$ cat config.mk
export PLATFORM = sky130hd
export DESIGN_NAME = arb_mux_nch
export DESIGN_NICKNAME = d
export VERILOG_FILES = /design/src/rtl/arb_mux_pkg.sv /design/src/rtl/arb_mux_nch_rr_arbiter.sv /design/src/rtl/arb_mux_nch.sv
export SDC_FILE = /design/constraint.sdc
export NUM_CORES = 1
export LEC_CHECK = 0
export CORE_AREA = 4 4 127 129
export CTS_CLUSTER_DIAMETER = 30
export CTS_CLUSTER_SIZE = 10
export DETAILED_ROUTE_END_ITERATION = 10
export DIE_AREA = 0 0 131 133
export PLACE_DENSITY_LB_ADDON = 0.2
export SYNTH_ARGS = -nofsm -noshare
export SYNTH_HDL_FRONTEND = slang
export SYNTH_HIERARCHICAL = 1
export SYNTH_SLANG_ARGS = --single-unit
$ cat constraint.sdc
create_clock -name clk -period 2.2 [get_ports clk]
set_clock_uncertainty 0.05 [all_clocks]
set_input_delay 0.33 -clock clk [delete_from_list [all_inputs] [get_ports clk]]
set_output_delay 0.33 -clock clk [all_outputs]
set_load 0.005 [all_outputs]
$ cat src/rtl/arb_mux_pkg.sv
// Shared types, width helper and reset values for the arbitrated N-channel mux.
// Latency: n/a (package only).
// Backpressure: n/a (package only).
package arb_mux_pkg;

    // Lock state of the output port when multi-beat locking is built in.
    typedef enum logic {
        UNLOCKED = 1'b0,
        LOCKED   = 1'b1
    } lock_state_t;

    // Channel-index width: at least one bit, so a single-channel build still
    // has a legal out_ch port.
    function automatic int chw_f(input int ch);
        return (ch > 1) ? $clog2(ch) : 1;
    endfunction

    localparam logic        RST_OUT_VALID  = 1'b0;
    localparam logic        RST_DATA_BIT   = 1'b0;
    localparam int          RST_CH         = 0;
    localparam int          RST_PTR        = 0;
    localparam lock_state_t RST_LOCK_STATE = UNLOCKED;

endpackage

$ cat src/rtl/arb_mux_nch_rr_arbiter.sv
// Combinational CH-way round-robin picker: first requester at or after ptr wins.
// Latency: 0 cycles (pure combinational).
// Backpressure: none; grant is one-hot or all-zero when nothing requests.
//
// Ports: req  - per-channel request
//        ptr  - channel with highest priority this cycle (must be < CH)
//        grant- one-hot winner, zero when req is zero
module rr_arbiter
    import arb_mux_pkg::*;
#(
    parameter int CH  = 4,
    parameter int CHW = chw_f(CH)
) (
    input  logic [CH-1:0]  req,
    input  logic [CHW-1:0] ptr,
    output logic [CH-1:0]  grant
);

    int   idx;
    logic found;

    // Walk offsets 0..CH-1 from ptr; the inner loop compares against the
    // wrapped index rather than indexing with it, so a non-power-of-two CH
    // never reaches a slot beyond CH-1.
    always_comb begin
        grant = '0;
        found = 1'b0;
        idx   = 0;
        for (int i = 0; i < CH; i++) begin
            idx = int'(ptr) + i;
            if (idx >= CH) begin
                idx = idx - CH;
            end
            for (int c = 0; c < CH; c++) begin
                if (c == idx && req[c] && !found) begin
                    grant[c] = 1'b1;
                    found    = 1'b1;
                end
            end
        end
    end

endmodule

$ cat src/rtl/arb_mux_nch.sv
// Round-robin arbitrated CH-to-1 mux into a single registered output stage.
// Latency: 1 cycle from input handshake to out_valid.
// Backpressure: in_ready only when the output register is empty or draining; losers held off.
//
// Optional feature macro: ARB_MUX_LOCK_EN adds in_lock and a lock FSM so one
// channel can own the output for a multi-beat burst.
// Ports: clk/rst_n (async active-low), in_valid/in_data/in_ready per channel
//        (channel c at in_data[c*N +: N]), in_lock (lock builds only),
//        out_valid/out_data/out_ch/out_ready registered output handshake.
module arb_mux_nch
    import arb_mux_pkg::*;
#(
    parameter  int N   = 64,
    parameter  int CH  = 4,
    localparam int CHW = chw_f(CH)
) (
    input  logic            clk,
    input  logic            rst_n,
    input  logic [CH-1:0]   in_valid,
    input  logic [CH*N-1:0] in_data,
`ifdef ARB_MUX_LOCK_EN
    input  logic [CH-1:0]   in_lock,
`endif
    output logic [CH-1:0]   in_ready,
    output logic            out_valid,
    output logic [N-1:0]    out_data,
    output logic [CHW-1:0]  out_ch,
    input  logic            out_ready
);

    logic           out_valid_q, out_valid_d;
    logic [N-1:0]   out_data_q,  out_data_d;
    logic [CHW-1:0] out_ch_q,    out_ch_d;
    logic [CHW-1:0] ptr_q,       ptr_d;

    logic           load_en;
    logic           xfer;
    logic           ptr_adv;
    logic [CH-1:0]  req;
    logic [CH-1:0]  grant;
    logic [CHW-1:0] g_idx;
    logic [CHW-1:0] g_next;
    logic [N-1:0]   sel_data;

    assign load_en = !out_valid_q | out_ready;

    rr_arbiter #(
        .CH  (CH),
        .CHW (CHW)
    ) u_arb (
        .req   (req),
        .ptr   (ptr_q),
        .grant (grant)
    );

    // rst_n gating keeps in_ready low while reset is held, even though the
    // empty output register would otherwise advertise space.
    assign in_ready = grant & {CH{load_en & rst_n}};
    assign xfer     = |(in_valid & in_ready);

    // Encode the winner and steer its data; grant is one-hot so at most one
    // iteration fires.
    always_comb begin
        g_idx    = '0;
        sel_data = '0;
        for (int c = 0; c < CH; c++) begin
            if (grant[c]) begin
                g_idx    = CHW'(c);
                sel_data = in_data[c*N +: N];
            end
        end
    end

    assign g_next = (g_idx == CHW'(CH - 1)) ? '0 : g_idx + CHW'(1);

`ifdef ARB_MUX_LOCK_EN
    lock_state_t    state_q, state_d;
    logic [CHW-1:0] owner_q, owner_d;
    logic           sel_lock;

    assign sel_lock = |(in_lock & grant);

    // While locked, only the owner may request; if it drops valid the port
    // simply stalls.
    always_comb begin
        req = in_valid;
        if (state_q == LOCKED) begin
            for (int c = 0; c < CH; c++) begin
                req[c] = in_valid[c] && (CHW'(c) == owner_q);
            end
        end
    end

    always_comb begin
        state_d = state_q;
        owner_d = owner_q;
        if (xfer) begin
            case (state_q)
                UNLOCKED: begin
                    if (sel_lock) begin
                        state_d = LOCKED;
                        owner_d = g_idx;
                    end
                end
                LOCKED: begin
                    if (!sel_lock) begin
                        state_d = UNLOCKED;
                    end
                end
                default: state_d = UNLOCKED;
            endcase
        end
    end

    always_ff @(posedge clk or negedge rst_n) begin
        if (!rst_n) begin
            state_q <= RST_LOCK_STATE;
            owner_q <= CHW'(RST_CH);
        end else begin
            state_q <= state_d;
            owner_q <= owner_d;
        end
    end

    // Mid-burst beats leave ptr frozen; the closing beat moves it past the owner.
    assign ptr_adv = !((state_q == LOCKED) && sel_lock);
`else
    assign req     = in_valid;
    assign ptr_adv = 1'b1;
`endif

    always_comb begin
        out_valid_d = out_valid_q;
        out_data_d  = out_data_q;
        out_ch_d    = out_ch_q;
        ptr_d       = ptr_q;
        if (xfer) begin
            // A draining beat and a new load in one cycle: overwrite, no bubble.
            out_valid_d = 1'b1;
            out_data_d  = sel_data;
            out_ch_d    = g_idx;
            if (ptr_adv) begin
                ptr_d = g_next;
            end
        end else if (out_ready) begin
            out_valid_d = 1'b0;
        end
    end

    always_ff @(posedge clk or negedge rst_n) begin
        if (!rst_n) begin
            out_valid_q <= RST_OUT_VALID;
            out_data_q  <= {N{RST_DATA_BIT}};
            out_ch_q    <= CHW'(RST_CH);
            ptr_q       <= CHW'(RST_PTR);
        end else begin
            out_valid_q <= out_valid_d;
            out_data_q  <= out_data_d;
            out_ch_q    <= out_ch_d;
            ptr_q       <= ptr_d;
        end
    end

    assign out_valid = out_valid_q;
    assign out_data  = out_data_q;
    assign out_ch    = out_ch_q;

endmodule

==> qor.yml, run 1 <==
worst_setup_path:
  critPathMaxFanout: 19
  worstSetupStartpointType: "flop"
  worst_path_largest_cell_delay_ns: 0.45
  crit_family: "compound AO/OA/AOI/OAI gates"
  critPathCaptureType: "flop"
  critPathBufInv: 2
  critical_path_depth: 8
  cpMaxStageDelayCell: "dfrtp_2"
  worstSetupPathType: "flop to flop"
  cp.arrival_ns: 2.42
  r2r_cells: 8
  crit_chain: "nand2_1, nor2_1, o31a_1, a22o_1, o211ai_4, buf_12, clkbuf_16, mux2_2"
  worst-endpoint-required_ns: 2.36
job:
  cap_violations: 0
final_layout:
  stdcell_area_um2: 8650
  fin_util_pct: 57.6
  syn2layout_area_growth_pct: 108
  antenna_cells: 0
  nNetsFinal: 1018
  nFillCells: 1311
  drive_above_1_share_pct: 21.9
yosys:
  syn_inst: 408
  syn_area_per_cell_um2: 10.2
  synth-edff-count: 0
  synth_nets: 671
  netlist_area_um2: 4160
  ys_seq_area_share_pct: 41.5
  synth-main-ff-cell: "dfrtp_1"
  synth.distinct_cells: 27
  synth-async-reset-ratio_pct: 100
  yosysMostFrequentCell: "a22oi_1"
  ys_ff_latch: 69
  synthTopCellsByCount: "a22oi_1, dfrtp_1, o21ai_0"
  yosys_warnings: 6
  yosys-top-cells-area: "dfrtp_1, a22oi_1, mux2_2"
  synth_top_area_share_pct: 41.5
  synth_largest_area_cell: "dfrtp_1"
timing:
  tightestPinTransition_ns: 0.466
  setup_ws_ns: -0.0607
  hold_slack_ns: 0.332
  hold_viol_final: 0
  layout_min_cycle_time_ns: 2.26
  finalSetupViolations: 52
  fin_crit_sh_pct: 103
  slew_headroom_pct: 68.9
  drv_slew: 0
  clock.fmax_mhz: 442
  grt_setup_unrepaired: "true"
clock_tree:
  clk_latency_ns: 0.32
  numCtsBuffers: 9
  cts.path.max_buffers: 2
  root_buffer: "clkbuf_16"
  clk_pin_slew_ns: 0.06
  clock-sinks: 69
  cts_tree: "done"
  h-tree-depth: 3
global_routing:
  grt_pass1_vias: 5121
  grt_overflow: 0
  grt_max_degree: 51
  antenna_found_initial: 1
  grt_util_all_layers_pct: 19.4
  grt_first_pass_wirelength_mm: 26.9
placement:
  dp_hpwl_mm: 14.1
  numPortBuffers: 333
  dpl_cell_area_um2: 7890
  place.gp.congestion: 0.859
  pre_cts_ws_ns: -0.439
floorplanning:
  dieHeight_um: 133
  io-pin-count: 334
  start_util_pct: 27.7
  die_area_um2: 17400
  rows: 45
  coreArea_um2: 15000
  chipWidth_um: 131
detailed_routing:
  drt-vias-per-instance: 5.19
  drc_errors: 0
  drt_iter0_markers: 263
  ant_nets: 0
  wire_per_inst_um: 20.5
  dr.pass1.iters: 5
  dr_total_vias: 4915
  wl_mm: 19.4
power_and_ir_drop:
  fin_total_pwr_w: 0.00885
  power_leakage_nw: 3.41
  ir_drop_uv: 429
  power_per_cell_area_nw_per_um2: 1020
worst_hold_path:
  holdCritPathClass: "primary input to asynchronous set/reset pin"
outcome:
  violations: "setup timing"
  status: "complete, but fails checks"
==> cell families (layout without fill, tap and decap cells) <==
logic type / count (synthesis) / count (layout) / share of synthesized area (%)
AND/OR/NAND/NOR: 20 / 20 / 2.37
AO/OA/AOI/OAI: 208 / 208 / 34.0
multiplexers: 64 / 64 / 17.3
flip-flops: 69 / 69 / 41.5
buffers and inverters: 47 / 398 / 4.81
==> cell type report <==
class / count / area (um2) / share of cell area (%)
Timing Repair Buffer: 380 / 3930 / 45.4
Sequential cell: 69 / 1730 / 20.0
Multi-Input combinational cell: 292 / 2440 / 28.2
Clock inverter: 6 / 88.8 / 1.03
Tap cell: 188 / 235 / 2.72
Clock buffer: 9 / 225 / 2.60
Inverter: 3 / 11.3 / 0.130
==> worst paths after layout <==
path / to / start / slack [ns]
max: out_data[14] / ptr_q[1] / -0.06
min in group clk: out_ch[1] / out_ch[1] / 0.45
min: out_valid / rst_n / 0.33
max in group asynchronous: ptr_q[0] / rst_n / 1.08
min reg2reg: out_ch[1] / out_ch[1] / 0.45
max reg2reg: out_data[14] / ptr_q[1] / -0.06
==> per-stage QoR <==
step	TNS, ns	std cells
after global routing	-5.46	947
after floorplan	0	408
after CTS	-1.71	933
after global placement	-25.36	913
after detailed placement	-28.54	913
final	-2.16	947
==> cell usage in the layout, fill, tap and decap left out, drive strengths merged <==
master,count
mux2,64
a22oi,128
o21ai,65
a22o,2
nand2b,2
dlygate4sd3,1
a21oi,4
dlygate4sd2,6
bufinv,2
o31ai,1
clkinvlp,2
nand2,6
buf,42
o31a,1
o21a,1
dfrtp,69
clkbuf,16
nor2,5
and3,4
nor4b,1
a211oi,1
inv,3
nor3,1
nor2b,1
clkinv,2
o211ai,1
a21o,2
o211a,2
clkdlybuf4s50,324
==> worst reg2reg max path: cells and delay by family (launching register included) <==
family / cells / cell delay [ns]
AOI/OAI and AO/OA: 3 / 0.80
DFF: 1 / 0.45
and+or+nand+nor: 2 / 0.14
muxes: 1 / 0.35
buffers and inverters: 2 / 0.36
==> power breakdown <==
part | internal [W] | switching (W)
Combinational | 0.00305 | 0.00200
Sequential | 0.00192 | 0.000356
Clock | 0.000985 | 0.000547
Total | 0.00596 | 0.00290
==> registers in the layout, summed over array words and instances, names as in the netlist <==
signal / count
out_valid: 1
out_data: 64
out_ch: 2
ptr_q: 2
==> repair_timing <==
action | 4_1_cts | 5_1_grt
gates cloned | 0 | 10
hold buffers | 1 | 0
endpoints found under the setup margin | 68 | 66
pin swaps | 2 | 8
endpoints found under the hold margin | 2 | 0
resized for setup | 12 | 64
setup buffers | 4 | 5
==> metal layers <==
layer  global-route usage [%]  wire (um)  vias to the layer above  part of all wire [%]
met5                        0          7                        -                 0.036
met2                     36.0      10500                      225                    54
met4                     4.91        344                        2                   1.8
met3                     5.25       1440                       26                   7.4
met1                     21.5       7110                     2362                    37
li1                         -          -                     2300                     -
Power figures use the tool's default switching activity.
==> inputs of run 2 (changes only) <==
--- a/config.mk
+++ b/config.mk
@@ -6,6 +6,7 @@
 export NUM_CORES = 1
 export LEC_CHECK = 0
 export CORE_AREA = 4 4 127 129
+export CTS_BUF_LIST = sky130_fd_sc_hd__clkbuf_16
 export CTS_CLUSTER_DIAMETER = 30
 export CTS_CLUSTER_SIZE = 10
 export DETAILED_ROUTE_END_ITERATION = 10
==> results of run 2 <==
Final layout, timing and power as in run 1 (identical DEF).
==> inputs of run 3 (changes only) <==
--- a/config.mk
+++ b/config.mk
@@ -11,6 +11,7 @@
 export CTS_CLUSTER_SIZE = 10
 export DETAILED_ROUTE_END_ITERATION = 10
 export DIE_AREA = 0 0 131 133
+export MAX_ROUTING_LAYER = met4
 export PLACE_DENSITY_LB_ADDON = 0.2
 export SYNTH_ARGS = -nofsm -noshare
 export SYNTH_HDL_FRONTEND = slang
==> run 3 against run 2 <==
  * The flow still finishes with violations (setup timing)
  * Setup slack gained 0.0090 ns
  * Worst hold slack improved by 0.0012 ns
  * Utilization fell by 0.14 points
  * First-iteration DRC count is 17% higher
  * Sequential share of layout area hardly changed
  * Non-clock buffer count unchanged
  * Global-route usage grew 0.54 points
  * Final area fell by 0.25%
  * Fmax is 0.40% higher
  * Largest cell class unchanged
==> qor.yml, run 3 (same netlist as run 1, synthesis figures left out) <==
outcome:
  status: "complete, but fails checks"
  violations: "setup timing"
global_routing:
  antenna_found_initial: 1  # unchanged
  grt_pass1_vias: 5131  # +0.20%
  grt_util_all_layers_pct: 20.0  # +0.54 points
  grt_first_pass_wirelength_mm: 26.8  # -0.28%
  grt_overflow: 0  # unchanged
  grt_max_degree: 51  # unchanged
detailed_routing:
  dr_total_vias: 4910  # -0.10%
  drt-vias-per-instance: 5.18  # -0.21%
  drt_iter0_markers: 309  # +17%
  dr.pass1.iters: 5  # unchanged
  ant_nets: 0  # unchanged
  wire_per_inst_um: 20.3  # -0.91%
  wl_mm: 19.2  # -0.80%
  drc_errors: 0  # unchanged
floorplanning:
  dieHeight_um: 133  # unchanged
  die_area_um2: 17400  # unchanged
  rows: 45  # unchanged
  start_util_pct: 27.7  # unchanged
  chipWidth_um: 131  # unchanged
  io-pin-count: 334  # unchanged
  coreArea_um2: 15000  # unchanged
final_layout:
  syn2layout_area_growth_pct: 107
  regArea_um2: 1730  # unchanged
  mostFrequentLayoutCells: "clkdlybuf4s50_1, a22oi_1, dfrtp_1"
  multi_input_area_um2: 2420  # -0.62%
  largest_reg_flops: 64  # unchanged
  fin_util_pct: 57.4  # -0.14 points
  final_common_cell: "clkdlybuf4s50_1"
  drive_above_1_share_pct: 21.5  # -0.40 points
  nNetsFinal: 1018  # unchanged
  nFillCells: 1311  # unchanged
timing:
  fin_crit_sh_pct: 102  # -0.41 points
  hold_viol_final: 0  # unchanged
  slew_headroom_pct: 69.5  # +0.60 points
  setup_ws_ns: -0.0517  # +0.00895 ns
  drv_slew: 0  # unchanged
  tightestPinTransition_ns: 0.457  # -0.00901 ns
  finalSetupViolations: 52  # unchanged
  grt_setup_unrepaired: "true"
  layout_min_cycle_time_ns: 2.25  # -0.00895 ns
  clock.fmax_mhz: 444  # +0.40%
  fin_setup_tns_ns: -1.60  # +0.563 ns
clock_tree:
  clk_latency_ns: 0.32  # about the same
  root_buffer: "clkbuf_16"
  clk_pin_slew_ns: 0.06  # about the same
  h-tree-depth: 3  # unchanged
  numCtsBuffers: 9  # unchanged
  cts.path.max_buffers: 2  # unchanged
  clock-sinks: 69  # unchanged
  cts_tree: "done"
worst_setup_path:
  r2r_slack_ns: -0.05  # about the same
  worst-endpoint-required_ns: 2.36  # about the same
  cpMaxStageDelayCell: "dfrtp_2"
  worstSetupPathType: "flop to flop"
  critPathMaxFanout: 19  # unchanged
  r2r_cells: 8  # unchanged
  cp.arrival_ns: 2.41  # about the same
  critPathCaptureType: "flop"
  rr_endpoint: "out_data[14]"
  crit_chain: "nand2_1, nor2_1, o31a_1, a22o_1, o211ai_4, buf_12, clkbuf_16, mux2_2"
  worst_path_largest_cell_delay_ns: 0.45  # about the same
  reg2reg_from: "ptr_q[1]"
  worstSetupStartpointType: "flop"
  crit_family: "compound AO/OA/AOI/OAI gates"
  critPathBufInv: 2  # unchanged
placement:
  pre_cts_ws_ns: -0.439  # unchanged
  numPortBuffers: 333  # unchanged
  dp_hpwl_mm: 14.1  # unchanged
  place.gp.congestion: 0.877  # +2.0%
power_and_ir_drop:
  ir_drop_uv: 433  # +1.0%
  power_per_cell_area_nw_per_um2: 1020  # -0.10%
  power_leakage_nw: 3.40  # about the same
worst_hold_path:
  holdCritPathClass: "primary input to asynchronous set/reset pin"
job:
  cap_violations: 0  # unchanged
-- run 3: cell types whose count changed in the layout (fill, tap and decap cells not counted), sizes merged --
cell	change
diode	+1
-- run 3: area by class of cell --
type                            instances  area share [%]
Antenna cell                            1          0.0290
Clock buffer                            9            2.61
Clock inverter                          6            1.03
Inverter                                3           0.130
Multi-Input combinational cell        292            28.0
Sequential cell                        69            20.0
Tap cell                              188            2.73
Timing Repair Buffer                  380            45.4
-- run 3: metrics by stage --
| stage | cell area [um2] | hold slack (ns) | std cells | power (W) |
|---|---|---|---|---|
| after CTS | 8240 | 0.318 | 933 | 0.00839 |
| after detailed placement | 7890 | 0.103 | 913 | 0.00675 |
| final | 8630 | 0.333 | 948 | 0.00882 |
| after floorplan | 4160 | -0.0156 | 408 | 0.00413 |
| after global routing | 8630 | 0.344 | 948 | 0.00941 |
| after global placement | 7890 | 0.103 | 913 | 0.00666 |
-- run 3: power breakdown --
part           internal (W)  total [W]  switching, W
sequential          0.00192    0.00228      0.000357
clock              0.000985    0.00153      0.000545
combinational       0.00304    0.00502       0.00198
total               0.00594    0.00882       0.00288
-- run 3: how the worst max path moves through the flow --
| stage | cells after the start | start | to | slack [ns] |
|---|---|---|---|---|
| 6_report | 8 | ptr_q[1] | out_data[14] | -0.05 |
| 4_1_cts | 7 | ptr_q[0] | in_ready[2] | -0.05 |
| 3_5_place_dp | 8 | in_valid[3] | out_data[15] | -0.44 |
| 2_1_floorplan | 8 | ptr_q[1] | out_data[0] | 0.06 |
| 5_1_grt | 8 | ptr_q[1] | out_data[33] | -0.10 |
| 3_3_place_gp | 10 | in_valid[3] | out_data[60] | -0.39 |
-- run 3: routing by layer --
metal / vias to the layer above / share of wire [%] / global-route usage, %
met2: 226 / 54 / 35.9
met3: 21 / 6.8 / 4.20
met4: 0 / 1.6 / 4.91
li1: 2301 / - / -
met5: - / 0 / -
met1: 2362 / 38 / 22.3
-- run 3: repair_timing --
item                                   4_1_cts  5_1_grt
hold buffers                                 1        0
resized for setup                           12       62
buffers inserted                             4        6
pin swaps                                    2        8
gates cloned                                 0        9
endpoints found under the hold margin        2        0
setup endpoints to repair                   68       66
